File: config.mk
export PLATFORM = sky130hd
export DESIGN_NAME = rvfi_arch_shadow_flat
export DESIGN_NICKNAME = d
export VERILOG_FILES = /design/src/rtl/rvfi_arch_shadow_if.sv /design/src/rtl/rvfi_arch_shadow.sv /design/src/flat_wrapper.sv
export SDC_FILE = /design/constraint.sdc
export NUM_CORES = 2
export LEC_CHECK = 0
export BUFFER_PORTS_ARGS = -buffer_cell sky130_fd_sc_hd__buf_2
export CORE_AREA = 2 2 473 475
export CTS_CLUSTER_DIAMETER = 120
export DETAILED_ROUTE_END_ITERATION = 8
export DIE_AREA = 0 0 475 477
export PLACE_DENSITY = 0.49
export SLEW_MARGIN = 10
export SYNTH_ARGS = -nofsm -noshare
export SYNTH_HDL_FRONTEND = slang
export SYNTH_SLANG_ARGS = --single-unit
File: constraint.sdc
create_clock -name clock -period 5.8 [get_ports clock]
set_input_delay 0.58 -clock clock [delete_from_list [all_inputs] [get_ports clock]]
set_output_delay 0.58 -clock clock [all_outputs]
set_load 0.005 [all_outputs]
File: src/rtl/rvfi_arch_shadow_if.sv
// rvfi_arch_shadow_if: retired-step handshake from the insn model into the shadow state.
interface rvfi_arch_shadow_if #(parameter int XLEN = 32);
    logic            step_valid;
    logic            step_ready;
    logic            step_trap;
    logic [4:0]      step_rd_addr;
    logic [XLEN-1:0] step_rd_wdata;
    logic [XLEN-1:0] step_pc_wdata;

    modport master (
        output step_valid, step_trap, step_rd_addr, step_rd_wdata, step_pc_wdata,
        input  step_ready
    );

    modport slave (
        input  step_valid, step_trap, step_rd_addr, step_rd_wdata, step_pc_wdata,
        output step_ready
    );
endinterface

File: src/rtl/rvfi_arch_shadow.sv
// rvfi_arch_shadow: shadow x1..x31/pc that chains retired steps into the next check's pre-state.
module rvfi_arch_shadow #(
    parameter int              XLEN     = 32,
    parameter logic [XLEN-1:0] RESET_PC = '0,
    parameter logic [XLEN-1:0] TRAP_PC  = '0,
    parameter int              CNT_W    = 16
) (
    input  logic                 clock,
    input  logic                 reset,
    input  logic                 restart,
    input  logic                 start,
    input  logic                 init_we,
    input  logic [4:0]           init_addr,
    input  logic [XLEN-1:0]      init_data,
    rvfi_arch_shadow_if.slave    step,
    input  logic [4:0]           rs1_addr,
    output logic [XLEN-1:0]      rs1_rdata,
    input  logic [4:0]           rs2_addr,
    output logic [XLEN-1:0]      rs2_rdata,
    output logic [XLEN-1:0]      pc,
    output logic [31*XLEN-1:0]   x_flat,
    output logic                 state_valid,
    output logic                 trapped,
    output logic                 misaligned,
    output logic [CNT_W-1:0]     retire_count
);
    typedef enum logic [1:0] {LOAD, RUN, TRAPPED} state_t;

    state_t          state, state_nx;
    logic [XLEN-1:0] gpr [32];
    logic [XLEN-1:0] pc_q;
    logic [CNT_W-1:0] cnt_q;
    logic            mis_q;
    logic            accept;
    logic            pc_bad;

    assign step.step_ready = (state == RUN) && !restart;
    assign accept          = step.step_valid && step.step_ready;
    assign pc_bad          = step.step_pc_wdata[1:0] != 2'b00;

    always_ff @(posedge clock) begin
        state <= reset ? LOAD : state_nx;
    end

    always_comb begin
        state_nx = state;
        state_nx = restart          ? LOAD :
                   state == LOAD    ? (start ? RUN : LOAD) :
                   state == RUN     ? ((accept && (step.step_trap || pc_bad)) ? TRAPPED : RUN) :
                                      TRAPPED;
    end

    // gpr[0] is cleared on reset and never written, so x0 stays zero by construction
    always_ff @(posedge clock) begin
        if (reset || restart) begin
            for (int i = 0; i < 32; i++) gpr[i] <= '0;
            pc_q  <= RESET_PC;
            cnt_q <= '0;
            mis_q <= 1'b0;
        end else if (state == LOAD && init_we) begin
            if (init_addr == 5'd0) pc_q <= init_data;
            else gpr[init_addr] <= init_data;
        end else if (accept) begin
            if (step.step_trap) begin
                pc_q <= TRAP_PC;
            end else if (pc_bad) begin
                mis_q <= 1'b1;
            end else begin
                if (step.step_rd_addr != 5'd0) gpr[step.step_rd_addr] <= step.step_rd_wdata;
                pc_q  <= step.step_pc_wdata;
                cnt_q <= &cnt_q ? cnt_q : cnt_q + 1'b1;
            end
        end
    end

    assign rs1_rdata    = (rs1_addr == 5'd0) ? '0 : gpr[rs1_addr];
    assign rs2_rdata    = (rs2_addr == 5'd0) ? '0 : gpr[rs2_addr];
    assign pc           = pc_q;
    assign state_valid  = state == RUN;
    assign trapped      = state == TRAPPED;
    assign misaligned   = mis_q;
    assign retire_count = cnt_q;

    for (genvar g = 1; g < 32; g++) begin : g_flat
        assign x_flat[(g-1)*XLEN +: XLEN] = gpr[g];
    end
endmodule

File: src/flat_wrapper.sv
// flat-port wrapper written by rule: the top's interface ports become plain ports
module rvfi_arch_shadow_flat 
#(
    parameter int              XLEN     = 32,
    parameter logic [XLEN-1:0] RESET_PC = '0,
    parameter logic [XLEN-1:0] TRAP_PC  = '0,
    parameter int              CNT_W    = 16
)
  (clock, reset, restart, start, init_we, init_addr, init_data, rs1_addr, rs1_rdata, rs2_addr, rs2_rdata, pc, x_flat, state_valid, trapped, misaligned, retire_count, step_step_valid, step_step_trap, step_step_rd_addr, step_step_rd_wdata, step_step_pc_wdata, step_step_ready);
  rvfi_arch_shadow_if #(.XLEN(XLEN)) step_i ();
  input  logic clock;
  input  logic reset;
  input  logic restart;
  input  logic start;
  input  logic init_we;
  input  logic [4:0] init_addr;
  input  logic [XLEN-1:0] init_data;
  input  logic [4:0] rs1_addr;
  output logic [XLEN-1:0] rs1_rdata;
  input  logic [4:0] rs2_addr;
  output logic [XLEN-1:0] rs2_rdata;
  output logic [XLEN-1:0] pc;
  output logic [31*XLEN-1:0] x_flat;
  output logic state_valid;
  output logic trapped;
  output logic misaligned;
  output logic [CNT_W-1:0] retire_count;
  input wire logic [$bits(step_i.step_valid)-1:0] step_step_valid;
  input wire logic [$bits(step_i.step_trap)-1:0] step_step_trap;
  input wire logic [$bits(step_i.step_rd_addr)-1:0] step_step_rd_addr;
  input wire logic [$bits(step_i.step_rd_wdata)-1:0] step_step_rd_wdata;
  input wire logic [$bits(step_i.step_pc_wdata)-1:0] step_step_pc_wdata;
  output wire logic [$bits(step_i.step_ready)-1:0] step_step_ready;
  assign step_i.step_valid = step_step_valid;
  assign step_i.step_trap = step_step_trap;
  assign step_i.step_rd_addr = step_step_rd_addr;
  assign step_i.step_rd_wdata = step_step_rd_wdata;
  assign step_i.step_pc_wdata = step_step_pc_wdata;
  assign step_step_ready = step_i.step_ready;
  rvfi_arch_shadow #(.XLEN(XLEN), .RESET_PC(RESET_PC), .TRAP_PC(TRAP_PC), .CNT_W(CNT_W)) u_core (.clock(clock), .reset(reset), .restart(restart), .start(start), .init_we(init_we), .init_addr(init_addr), .init_data(init_data), .step(step_i), .rs1_addr(rs1_addr), .rs1_rdata(rs1_rdata), .rs2_addr(rs2_addr), .rs2_rdata(rs2_rdata), .pc(pc), .x_flat(x_flat), .state_valid(state_valid), .trapped(trapped), .misaligned(misaligned), .retire_count(retire_count));
endmodule
* After elaboration in Yosys (flattened, before gate mapping)
Memories as Yosys holds them, arrays and structs flattened.
Cells that the tools add are included.
** Cells by class
- Add/sub/neg operators :: 1
- Eq/ne operators :: 4
- Multiplexer cells :: 30
- Bitwise gates (word level) :: 4
- Reductions and logical operators :: 21
** Operators by type and width (count)
- 2-to-1 mux 32 bit :: 9
- OR reduction 32 bit :: 2
- adder 16 x 1 -> 16 bit, second input constant :: 1
- 2-to-1 mux 1 bit :: 16
- AND reduction 16 bit :: 1
- logical NOT 5 bit :: 3
- 2-to-1 mux 5 bit :: 2
- 2-to-1 mux 2 bit :: 3
- AND reduction 5 bit :: 1
- nonzero test 5 bit :: 1
- logical AND 1 bit :: 4
- NOT 1 bit :: 4
- AND reduction 4 bit :: 1
- nonzero test 2 bit :: 2
- != test 3 bit, second input constant :: 1
- AND reduction 3 bit :: 1
- equality test 2 x 1 -> 1 bit, second input constant :: 1
- equality test 2 bit, second input constant :: 1
- logical NOT 2 bit :: 1
- logical OR 1 bit :: 2
- != test 2 bit, second input constant :: 1
- OR reduction 2 bit :: 1
- logical NOT 1 bit :: 1
** Storage, ports and cells
- Register bits :: 51
- Memory bits (writable) :: 1024
- Bits of input ports :: 123
- Output and inout bits :: 1108
- Logic and storage cells :: 65
- Memories kept :: 1
** Memory list
- u_core.gpr :: depth 32, bits a word 32, read ports 33, clocked after memory_dff 0, write ports 32, line rvfi_arch_shadow.sv:30 : logic [XLEN-1:0] gpr [32];

* Logic depth before layout (Yosys ltp)
- Word-level depth :: 10
- Depth in mapped cells :: 9
- Gate-level depth less buffers :: 5

* Least setup slack after synthesis
Ideal clock, no wire load.
- Path type :: input-to-reg
- Start point :: input step_step_trap
- End point :: memory u_core.gpr[24][0] (enable)
- Library setup time :: 0.466 ns
- Arrival time :: 4.666 ns
- Required time :: 5.334 ns
- Path slack :: 0.668 ns
- Stages :: 8
- Buffers on the path :: 3
- Cell sequence :: clkbuf_1 > nor3_2 > o2111a_2 > mux2i_4 > nand2_1 > clkbuf_1 > clkbuf_1 > o21ai_0
** RTL lines
- from (decl) :: line flat_wrapper.sv:29 : input wire logic [$bits(step_i.step_trap)-1:0] step_step_trap;
- to (decl) :: line rvfi_arch_shadow.sv:30

* Final worst setup path
- Start point :: input rs1_addr[1]
- End point :: output rs1_rdata[31]
** On the way
- Longest elaborated chain between the ends :: 2
- Elaborated cells between the ends (all ways) :: 3
- Those cells by class :: 1 x mux; 1 x reduce/logical; 1 x memory
** Ends and longest elaborated chain
- from (decl) :: line flat_wrapper.sv:18 : input logic [4:0] rs1_addr;
- memory (32 x 32 bit) or logical NOT 5 bit (tied branches)
- 2-to-1 mux 32 bit * :: line rvfi_arch_shadow.sv:76 : assign rs1_rdata = (rs1_addr == 5'd0) ? '0 : gpr[rs1_addr];
- to (decl) :: line flat_wrapper.sv:19 : output logic [XLEN-1:0] rs1_rdata;
Every way passes the cells marked *; elsewhere a longest branch is shown, timed or not.

==> run metrics <==
Crit. End Element=primary output; Layout area overhead=27.3%; hpwl dp=259000 µm; min cycle time layout=4660 ps; LEAKAGE=29.1 nW; largest cells by area after synthesis=edfxtp_1, mux4_2, nor2_1; io pins=1231; Overflow after GRT=0; sequential cell area fraction in the yosys report=56.6%; nets=5592; Initial Util=25.3%; RSZ-0062 raised after global routing=no; Cell Count Post-Placement=8303; vias=47200; Final Wtd Congestion=0.947; CTS tree=built; r2r setup slk=1200 ps; net switching power figure=5.93 mW; Cells after Synth=4324; worst setup path startpoint=rs1_addr[1]; final wirelength=346000 µm; crit path to=rs1_rdata[31]; Setup crit start kind=input pin; Post-CTS Setup Bufs=0; clk buf depth=3; leading cell types in the layout, fill and taps excluded=buf_2, edfxtp_1, nor2_1, mux4_2, mux2i_1; Net Sw Frac=28.8%; total CTS buffers=137; first-pass GRT wire length=447000 µm; Fin Clk Skew=17.5 ps; proportion of layout cells with a drive suffix above 1=38.4%; core area=221000 µm²; yosys warns=0; EDFF count, synth=1024; fin crit share=80.4%; flops & latches, synth=1075; IR drop worst, VDD=0.000318 V; setup violators final=0; critical path required time=5220 ps; Power per Cell Area=289 nW/µm²; Die X=475 µm; failing checks=capacitance limit, slew limit; clock group share of total power=41.7%; final setup TNS=0 ps; Logic pwr share=14.0%; status=complete, but fails checks; Worst R2R Start=u_core.state[0]$_SDFF_PP0_; Iter 0 DRT Violations=6149; Max Cap Viol=1; Cell Area, Synth=56100 µm²; most common cell after layout, fill and taps aside=buf_2; DRC=0; hold_sp=init_data[6]; Internal Power=14.7 mW; htree depth=4; post-route ant nets=0; antenna violations before repair=34; average size of a mapped cell=13.0 µm²; Die Y=477 µm; FMAX=214 MHz; DIE AREA=227000 µm²; final hold viol count=0; post-synth top area share=54.8%; Root Driver=clkbuf_16; fin util=32.2%; largest area contributor in the netlist=edfxtp_1; row count=173; DR pass1 iterations=5; Routed wire per std cell=40.4 µm; vias in the first global route=44200; largest net degree at the start of global routing=79; ys async rst share=0%; Non-Filler Instances=8565; Clock Latency Late Sink=820 ps; worst-case reg-to-reg path depth=6; WS Path Type=in -> out; CP arrival=4080 ps; Reg power frac=44.4%; Synth Flop Type=edfxtp_1; Sink Count=1075; Worst Max-Slew Pin Slew=1510 ps; Reg clk slew, reported paths=60 ps; relative slew slack=-1.42%; IO buf count=1230; Yosys cell types=52; r2r endpoint=u_core.gpr[25][6]$_SDFFCE_PN0P_; fin. max-slew vios=2; hold crit path type=in -> reg; crit-path max FO=41; Total Routing Usage GR=29.5%; Avg Vias per Cell=5.51
-- kinds of logic (layout without fill, tap and decap cells) --
group,after synthesis,count (layout),share of synthesized area (%)
adders and majority gates,1,1,0.0223
AOI/OAI and AO/OA,487,487,5.76
muxes,681,681,20.8
and+or+nand+nor,1596,1596,13.1
buffers and inverters,472,1695,3.50
other,1,44,0.00668
DFF,1075,1075,56.6
xor gates and xnor gates,11,11,0.172
-- registers in the layout, summed over array words and instances (netlist names) --
register,cells
u_core.gpr,1024
u_core.pc,32
u_core.retire_count,16
u_core.state,2
u_core.misaligned,1
-- worst min-delay path by stage --
stage	depth (start not counted)	slack (ps)	endpoint
finish	3	130	u_core.pc[6]$_SDFFE_PP0P_
global route	3	110	u_core.pc[14]$_SDFFE_PP0P_
CTS	3	40	u_core.pc[6]$_SDFFE_PP0P_
detailed placement	2	490	u_core.pc[20]$_SDFFE_PP0P_
global placement	2	480	u_core.pc[19]$_SDFFE_PP0P_
floorplan	2	460	u_core.misaligned$_SDFFE_PP0P_
-- critical path: stages --
cell and delay [ps]:
buf_8 460, buf_12 390, buf_12 280, mux4_2 270
nand2_1 50, nand2_1 330, o21ai_0 150, nor4_1 1160
buf_2 290
-- synth_stat cells, types with 4 or more instances --
cell type / count
a211oi_1: 160
a21oi_1: 101
a22oi_1: 129
buf_1: 50
buf_2: 40
buf_6: 19
clkbuf_1: 358
dfxtp_1: 51
edfxtp_1: 1024
mux2i_1: 290
mux2i_4: 4
mux4_2: 384
nand2_1: 170
nand2b_1: 76
nand3_1: 8
nand4_1: 20
nand4_4: 8
nor2_1: 860
nor2_2: 4
nor2b_1: 135
nor3_1: 192
nor3b_1: 33
nor4_1: 67
o211ai_1: 5
o21ai_0: 80
or2_2: 4
or3_1: 6
xnor2_1: 5
xor2_1: 6
-- per-stage QoR --
stage | hold WS [ps] | instance area [µm²] | setup slack [ps] | power (mW)
after floorplan | 460 | 56200 | 668 | 10.4
after global routing | 114 | 71400 | 1170 | 21.1
after detailed placement | 489 | 67000 | 1030 | 12.2
after CTS | 37.5 | 71400 | 1120 | 20.7
final | 127 | 71400 | 1140 | 20.6
after global placement | 484 | 67000 | 967 | 12.1
-- layout make-up --
| class | count | area [µm²] |
|---|---|---|
| Fill cell | 22300 | 150000 |
| Clock buffer | 173 | 3680 |
| Timing Repair Buffer | 1442 | 8280 |
| Sequential cell | 1075 | 31800 |
| Inverter | 4 | 17.5 |
| Tap cell | 2975 | 3720 |
| Antenna cell | 12 | 30.0 |
| Multi-Input combinational cell | 2808 | 23200 |
| Clock inverter | 76 | 663 |
-- power groups by stage --
| stage | combinational [mW] | clock, mW | sequential [mW] |
|---|---|---|---|
| finish | 2.88 | 8.59 | 9.15 |
| detailed placement | 2.87 | 0 | 9.30 |
| global placement | 2.86 | 0 | 9.28 |
| global route | 2.98 | 8.98 | 9.17 |
| CTS | 2.88 | 8.72 | 9.14 |
| floorplan | 1.23 | 0 | 9.18 |
-- timing repair --
| item | 4_1_cts | 5_1_grt |
|---|---|---|
| hold buffers | 1 | 0 |
| resized for setup | 0 | 0 |
| endpoints found under the hold margin | 1 | 0 |
-- layer usage --
metal | global-route usage (%) | share of wire [%] | wire length [µm]
met1 | 37.6 | 39 | 135000
met2 | 44.6 | 44 | 151000
met3 | 11.1 | 12 | 41300
met4 | 12.7 | 5.1 | 17500
met5 | 0.469 | 0.063 | 218
(Power assumes the default switching activity.)
